<file path="config.mk">
export PLATFORM = sky130hd
export DESIGN_NAME = upscale_stream_packer
export DESIGN_NICKNAME = d
export VERILOG_FILES = /design/src/rtl/upscale_stream_packer_pkg.sv /design/src/rtl/upscale_stream_packer_sync_fifo.sv /design/src/rtl/upscale_stream_packer.sv
export SDC_FILE = /design/constraint.sdc
export NUM_CORES = 1
export LEC_CHECK = 0
export BUFFER_PORTS_ARGS = -buffer_cell sky130_fd_sc_hd__buf_2
export CORE_ASPECT_RATIO = 1.5
export CORE_MARGIN = 5
export CORE_UTILIZATION = 40
export DETAILED_ROUTE_END_ITERATION = 8
export PLACE_DENSITY_LB_ADDON = 0.25
export SLEW_MARGIN = 20
export SYNTH_ARGS = -nofsm -noshare
export SYNTH_HDL_FRONTEND = slang
export SYNTH_SLANG_ARGS = --single-unit
export TNS_END_PERCENT = 5
</file>
<file path="constraint.sdc">
create_clock -name i_clk -period 4.1 [get_ports i_clk]
set_input_delay 0.82 -clock i_clk [delete_from_list [all_inputs] [get_ports i_clk]]
set_output_delay 0.82 -clock i_clk [all_outputs]
set_load 0.01 [all_outputs]
</file>
<file path="src/rtl/upscale_stream_packer_pkg.sv">
// -----------------------------------------------------------------------------
// upscale_stream_packer_pkg
// Constants shared by the bicubic upscaler top level and the output packer, so
// both agree on pixel layout, upscale factor and output raster size.
// -----------------------------------------------------------------------------
package upscale_stream_packer_pkg;

    // Pixel layout {R, G, B}
    localparam int unsigned PIXEL_W = 24;
    localparam int unsigned CHAN_W  = 8;
    localparam int unsigned R_LSB   = 16;
    localparam int unsigned G_LSB   = 8;
    localparam int unsigned B_LSB   = 0;

    // Upscale geometry
    localparam int unsigned UPSCALE   = 3;
    localparam int unsigned IMG_W     = 384;
    localparam int unsigned IMG_H     = 216;
    localparam int unsigned OUT_W_DEF = IMG_W * UPSCALE;
    localparam int unsigned OUT_H_DEF = IMG_H * UPSCALE;

    localparam int unsigned FIFO_DEPTH_DEF = 16;

    // Counter width able to hold 0..n-1; never narrower than one bit.
    function automatic int unsigned cnt_width(input int unsigned n);
        return (n > 1) ? $clog2(n) : 1;
    endfunction

endpackage

</file>
<file path="src/rtl/upscale_stream_packer_sync_fifo.sv">
// -----------------------------------------------------------------------------
// upscale_stream_packer_sync_fifo
// First-word-fall-through synchronous FIFO. Pointers carry one extra wrap bit
// so full and empty are distinguishable without a separate counter.
//   i_clk, i_rst_n     clock, asynchronous active-low reset
//   i_push, i_wdata    write request (ignored when full)
//   i_pop              read request (ignored when empty)
//   o_rdata            head entry, zero when empty
//   o_full, o_empty    occupancy flags
//   o_level            number of stored entries
// -----------------------------------------------------------------------------
module upscale_stream_packer_sync_fifo #(
    parameter int unsigned WIDTH = 26,
    parameter int unsigned DEPTH = 16
) (
    input  logic                     i_clk,
    input  logic                     i_rst_n,
    input  logic                     i_push,
    input  logic [WIDTH-1:0]         i_wdata,
    input  logic                     i_pop,
    output logic [WIDTH-1:0]         o_rdata,
    output logic                     o_full,
    output logic                     o_empty,
    output logic [$clog2(DEPTH):0]   o_level
);

    localparam int unsigned AW = $clog2(DEPTH);

    logic [WIDTH-1:0] r_mem [DEPTH];
    logic [AW:0]      r_wr_ptr;
    logic [AW:0]      r_rd_ptr;
    logic             w_push;
    logic             w_pop;

    assign o_empty = (r_wr_ptr == r_rd_ptr);
    assign o_full  = (r_wr_ptr[AW] != r_rd_ptr[AW]) &&
                     (r_wr_ptr[AW-1:0] == r_rd_ptr[AW-1:0]);
    assign o_level = r_wr_ptr - r_rd_ptr;

    // Flags are pre-edge: a push while full is refused even if a pop happens too.
    assign w_push = i_push && !o_full;
    assign w_pop  = i_pop && !o_empty;

    assign o_rdata = o_empty ? '0 : r_mem[r_rd_ptr[AW-1:0]];

    always_ff @(posedge i_clk or negedge i_rst_n) begin
        if (!i_rst_n) begin
            r_wr_ptr <= '0;
            r_rd_ptr <= '0;
        end else begin
            if (w_push) r_wr_ptr <= r_wr_ptr + 1'b1;
            if (w_pop)  r_rd_ptr <= r_rd_ptr + 1'b1;
        end
    end

    // Storage needs no reset; empty masks stale contents.
    always_ff @(posedge i_clk) begin
        if (w_push) r_mem[r_wr_ptr[AW-1:0]] <= i_wdata;
    end

endmodule

</file>
<file path="src/rtl/upscale_stream_packer.sv">
// -----------------------------------------------------------------------------
// upscale_stream_packer
// Tags the upscaler's free-running pixel stream with start-of-frame and
// end-of-line markers from output-raster counters, buffers it in a FIFO and
// presents a valid/ready stream. Upstream cannot stall: pixels arriving while
// the FIFO is full are dropped, flagged in a sticky overflow bit, and the
// raster counters still advance so framing stays aligned with upstream.
//   i_clk, i_rst_n          clock, asynchronous active-low reset
//   i_s_pixel, i_s_valid    upstream pixel stream (no ready)
//   o_m_data/_sof/_eol      FIFO head pixel and its tags (zero when empty)
//   o_m_valid, i_m_ready    downstream handshake
//   o_level                 FIFO occupancy
//   o_overflow, i_ovf_clr   sticky drop flag and its synchronous clear
//   o_frame_done            one-cycle pulse after the last pixel of a frame
// -----------------------------------------------------------------------------
module upscale_stream_packer
    import upscale_stream_packer_pkg::*;
#(
    parameter int unsigned OUT_W      = OUT_W_DEF,
    parameter int unsigned OUT_H      = OUT_H_DEF,
    parameter int unsigned DATA_W     = PIXEL_W,
    parameter int unsigned FIFO_DEPTH = FIFO_DEPTH_DEF
) (
    input  logic                          i_clk,
    input  logic                          i_rst_n,
    input  logic [DATA_W-1:0]             i_s_pixel,
    input  logic                          i_s_valid,
    output logic [DATA_W-1:0]             o_m_data,
    output logic                          o_m_sof,
    output logic                          o_m_eol,
    output logic                          o_m_valid,
    input  logic                          i_m_ready,
    output logic [$clog2(FIFO_DEPTH):0]   o_level,
    output logic                          o_overflow,
    input  logic                          i_ovf_clr,
    output logic                          o_frame_done
);

    localparam int unsigned XW = cnt_width(OUT_W);
    localparam int unsigned YW = cnt_width(OUT_H);
    localparam int unsigned EW = DATA_W + 2;
    localparam logic [XW-1:0] X_LAST = XW'(OUT_W - 1);
    localparam logic [YW-1:0] Y_LAST = YW'(OUT_H - 1);

    logic [XW-1:0] r_x;
    logic [YW-1:0] r_y;
    logic          r_overflow;
    logic          r_frame_done;

    logic          w_x_last;
    logic          w_y_last;
    logic          w_sof;
    logic          w_eol;
    logic          w_full;
    logic          w_empty;
    logic [EW-1:0] w_wdata;
    logic [EW-1:0] w_rdata;

    assign w_x_last = (r_x == X_LAST);
    assign w_y_last = (r_y == Y_LAST);
    assign w_sof    = (r_x == '0) && (r_y == '0);
    assign w_eol    = w_x_last;
    assign w_wdata  = {w_sof, w_eol, i_s_pixel};

    upscale_stream_packer_sync_fifo #(
        .WIDTH (EW),
        .DEPTH (FIFO_DEPTH)
    ) u_fifo (
        .i_clk   (i_clk),
        .i_rst_n (i_rst_n),
        .i_push  (i_s_valid),
        .i_wdata (w_wdata),
        .i_pop   (i_m_ready),
        .o_rdata (w_rdata),
        .o_full  (w_full),
        .o_empty (w_empty),
        .o_level (o_level)
    );

    assign o_m_valid    = !w_empty;
    assign o_m_data     = w_rdata[DATA_W-1:0];
    assign o_m_eol      = w_rdata[DATA_W];
    assign o_m_sof      = w_rdata[DATA_W+1];
    assign o_overflow   = r_overflow;
    assign o_frame_done = r_frame_done;

    // Raster position follows every upstream pixel, stored or dropped.
    always_ff @(posedge i_clk or negedge i_rst_n) begin
        if (!i_rst_n) begin
            r_x          <= '0;
            r_y          <= '0;
            r_frame_done <= 1'b0;
        end else begin
            r_frame_done <= i_s_valid && w_x_last && w_y_last;
            if (i_s_valid) begin
                if (w_x_last) begin
                    r_x <= '0;
                    r_y <= w_y_last ? '0 : r_y + 1'b1;
                end else begin
                    r_x <= r_x + 1'b1;
                end
            end
        end
    end

    // A drop in the same cycle as a clear keeps the flag set.
    always_ff @(posedge i_clk or negedge i_rst_n) begin
        if (!i_rst_n) begin
            r_overflow <= 1'b0;
        end else if (i_s_valid && w_full) begin
            r_overflow <= 1'b1;
        end else if (i_ovf_clr) begin
            r_overflow <= 1'b0;
        end
    end

endmodule

</file>
==> impl_results.md <==
- Outcome: finished, final reports clean
- Starting density of the core: 40.5%
- Post-CTS Setup Inserts: 0
- Nets: 1035
- Tmin final: 3.86 ns
- PnR Total Power: 0.0140 W
- First-pass GRT wire length: 58200 um
- TritonCTS clock tree: built
- Placed cells: 1524
- Cell Pwr Density: 689 nW/um2
- Vias per cell: 5.39
- Worst Clk Skew: 0.0167 ns
- Root Driver: clkbuf_16
- Internal: 0.00964 W
- Slew margin rel.: 32.6%
- Total number of yosys warnings: 0
- Non-Filler Cell Area, Final: 20300 um2
- Seq pwr share: 40.9%
- Placed Area: 19000 um2
- Crit path cell chain: ha_1, and4_1, nand2_1, nand3_1, buf_4, o221ai_1, buf_2
- I/O pin cnt: 63
- Primary FF master, synth: edfxtp_1
- Post-route setup TNS: 0 ns
- CP max-delay cell: dfrtp_4
- Largest net degree at the start of global routing: 70
- Drt wl/cell: 24.1 um
- Endpoints failing setup: 0
- Critical setup path kind: reg2out
- 1st-pass router iterations: 5
- Register bit count reported by yosys: 449
- Post-cts hold buffer count: 0
- CTS Buf Count: 42
- Asr flop ratio synth: 7.35%
- Worst Hold Class: in2async
- Area leader, netlist: edfxtp_1
- Final Max Tran Viols: 0
- Peak supply drop: 439 uV
- Site Rows: 94
- Vias in the first global route: 9313
- Seq/Total Area, Yosys: 74.7%
- Drt initial violations: 744
- Startpoint Class: flip-flop
- Chip width: 182 um
- Count leader, synth: edfxtp_1
- Leakage: 6.86 nW
- Clk slew on worst S/H paths: 0.06 ns
- Worst-margin pin slew: 1.01 ns
- Crit end category: primary output
- Die area: 49000 um2
- Crit-path max cell delay: 0.59 ns
- Number of max-cap violations: 0
- Post_cts resized: 0
- Synth top area cells: edfxtp_1 70%, mux4_2 13%, dfrtp_1 4.6%, mux2_2 1.7%, inv_1 1.4%
- Drc violations: 0
- Sw frac: 31.0%
- DP HPWL: 21300 um
- Comb pwr share: 32.8%
- Die Ht: 269 um
- Netlist cell types: 46
- Total Wirelength: 38500 um
- Clock network fraction of design power: 26.3%
- Critical-path maximum fanout: 25
- Final Cycle Share: 94.2%
- Final hold vios: 0
- CP required: 3.28 ns
- Unrepaired setup endpoints after global routing: false
- Layout filler cell count: 3758
- All-Layer GR Usage: 15.9%
- Syn Area/Cell: 19.8 um2
- Worst EP arrival: 3.04 ns
- Port Buf Inserts: 62
- Initial antenna violation count: 1
- Share of cells above drive strength 1: 28.5%
- Synthesized instance count: 899
- P_sw: 0.00432 W
- Layout area overhead: 13.8%
- Mapped Area: 17800 um2
- Routed via count: 8642
- Final GP Congestion: 0.751
- H-tree depth: 2
- F_max: 259 MHz
- Clk_lat worst skew: 0.54 ns
- Post-detailed-route count of antenna-violating nets: 0
- Final Hold Slack: 0.355 ns
- Final std cells w/o fill: 1602
- Syn_nets: 942
- Share of the synthesized area in the top cell type: 70.1%
- Post-synth EDFFs: 416
- Core region area: 44000 um2
- Aggregate global routing overflow: 0
- Clock Sinks: 449
- CTS Buffer Depth: 3
- Post-synth top cells: 416 x edfxtp_1, 102 x mux4_2, 67 x inv_1, 41 x nand2_1, 33 x dfrtp_1
[power by group through the flow]
stage | logic, W | clock network [W] | registers, W
after global placement | 0.00469 | 0 | 0.00579
after floorplan | 0.00307 | 0 | 0.00573
after detailed placement | 0.00468 | 0 | 0.00581
after global routing | 0.00498 | 0.00396 | 0.00575
final | 0.00458 | 0.00367 | 0.00571
after CTS | 0.00470 | 0.00377 | 0.00572
[flip-flops by register name, indices dropped and copies added (netlist names)]
signal and cells:
u_fifo.r_mem 416, r_x 11, r_y 10, u_fifo.r_rd_ptr 5
u_fifo.r_wr_ptr 5, o_frame_done 1, o_overflow 1
[path summary, 6_finish.rpt]
path,depth (start not counted),endpoint,startpoint,slack (ns)
max,7,o_m_data[2],u_fifo.r_rd_ptr[0],0.24
min reg2reg,1,u_fifo.r_wr_ptr[4],u_fifo.r_wr_ptr[4],0.49
min in group i_clk,2,o_overflow,i_ovf_clr,0.49
max reg2reg,6,u_fifo.r_mem[14][1],u_fifo.r_rd_ptr[0],1.22
min,1,r_x[8],i_rst_n,0.35
max in group asynchronous,1,u_fifo.r_rd_ptr[0],i_rst_n,3.18
[worst max-delay path, delay by kind of cell, from the launching register on]
kind	cells	cell delay (ns)
AO/OA/AOI/OAI	1	0.28
adder cells (fa/ha/maj)	1	0.36
buffers and inverters	2	0.62
flip-flops	1	0.59
AND/OR/NAND/NOR	3	0.66
[cell families after synthesis]
family / after synthesis / share of synthesized area (%)
DFF: 449 / 74.7
muxes: 132 / 14.8
and+or+nand+nor: 119 / 3.69
buffers and inverters: 108 / 2.43
AOI/OAI and AO/OA: 53 / 2.18
xor gates and xnor gates: 24 / 1.18
adders and majority gates: 14 / 1.03
[cell usage in the layout (no fill, tap or decap), types with 16 or more instances in the layout]
master     instances
nand2_1           41
o221ai_1          25
xnor2_1           20
buf_4             23
inv_1             67
dfrtp_1           30
mux2_2            27
clkbuf_16         43
mux4_2           102
nand3_1           16
buf_2             62
edfxtp_1         416
clkbuf_1          17
[cell type report]
cell class,instances,area [um2],area share (%)
Antenna cell,1,2.50,0.0123
Clock buffer,61,1150,5.69
Clock inverter,16,130,0.642
Inverter,68,255,1.26
Multi-Input combinational cell,342,4120,20.3
Sequential cell,449,13300,65.7
Tap cell,576,721,3.56
Timing Repair Buffer,89,563,2.78
[stage by stage]
step	util, %	setup slack (ns)
final	46.1	0.239
after global routing	46.1	0.0720
after CTS	46.1	0.192
after detailed placement	43.2	0.772
after global placement	43.2	0.837
after floorplan	-	-0.211
[metal layers]
metal	global-route usage (%)	vias to the layer above	wire length, um
met1	20.0	4597	15600
met5	0	-	0
met4	4.28	0	810
met2	28.6	184	20400
met3	2.62	55	1740
li1	-	3806	-
Note: power is estimated with default switching activity, not from simulation.
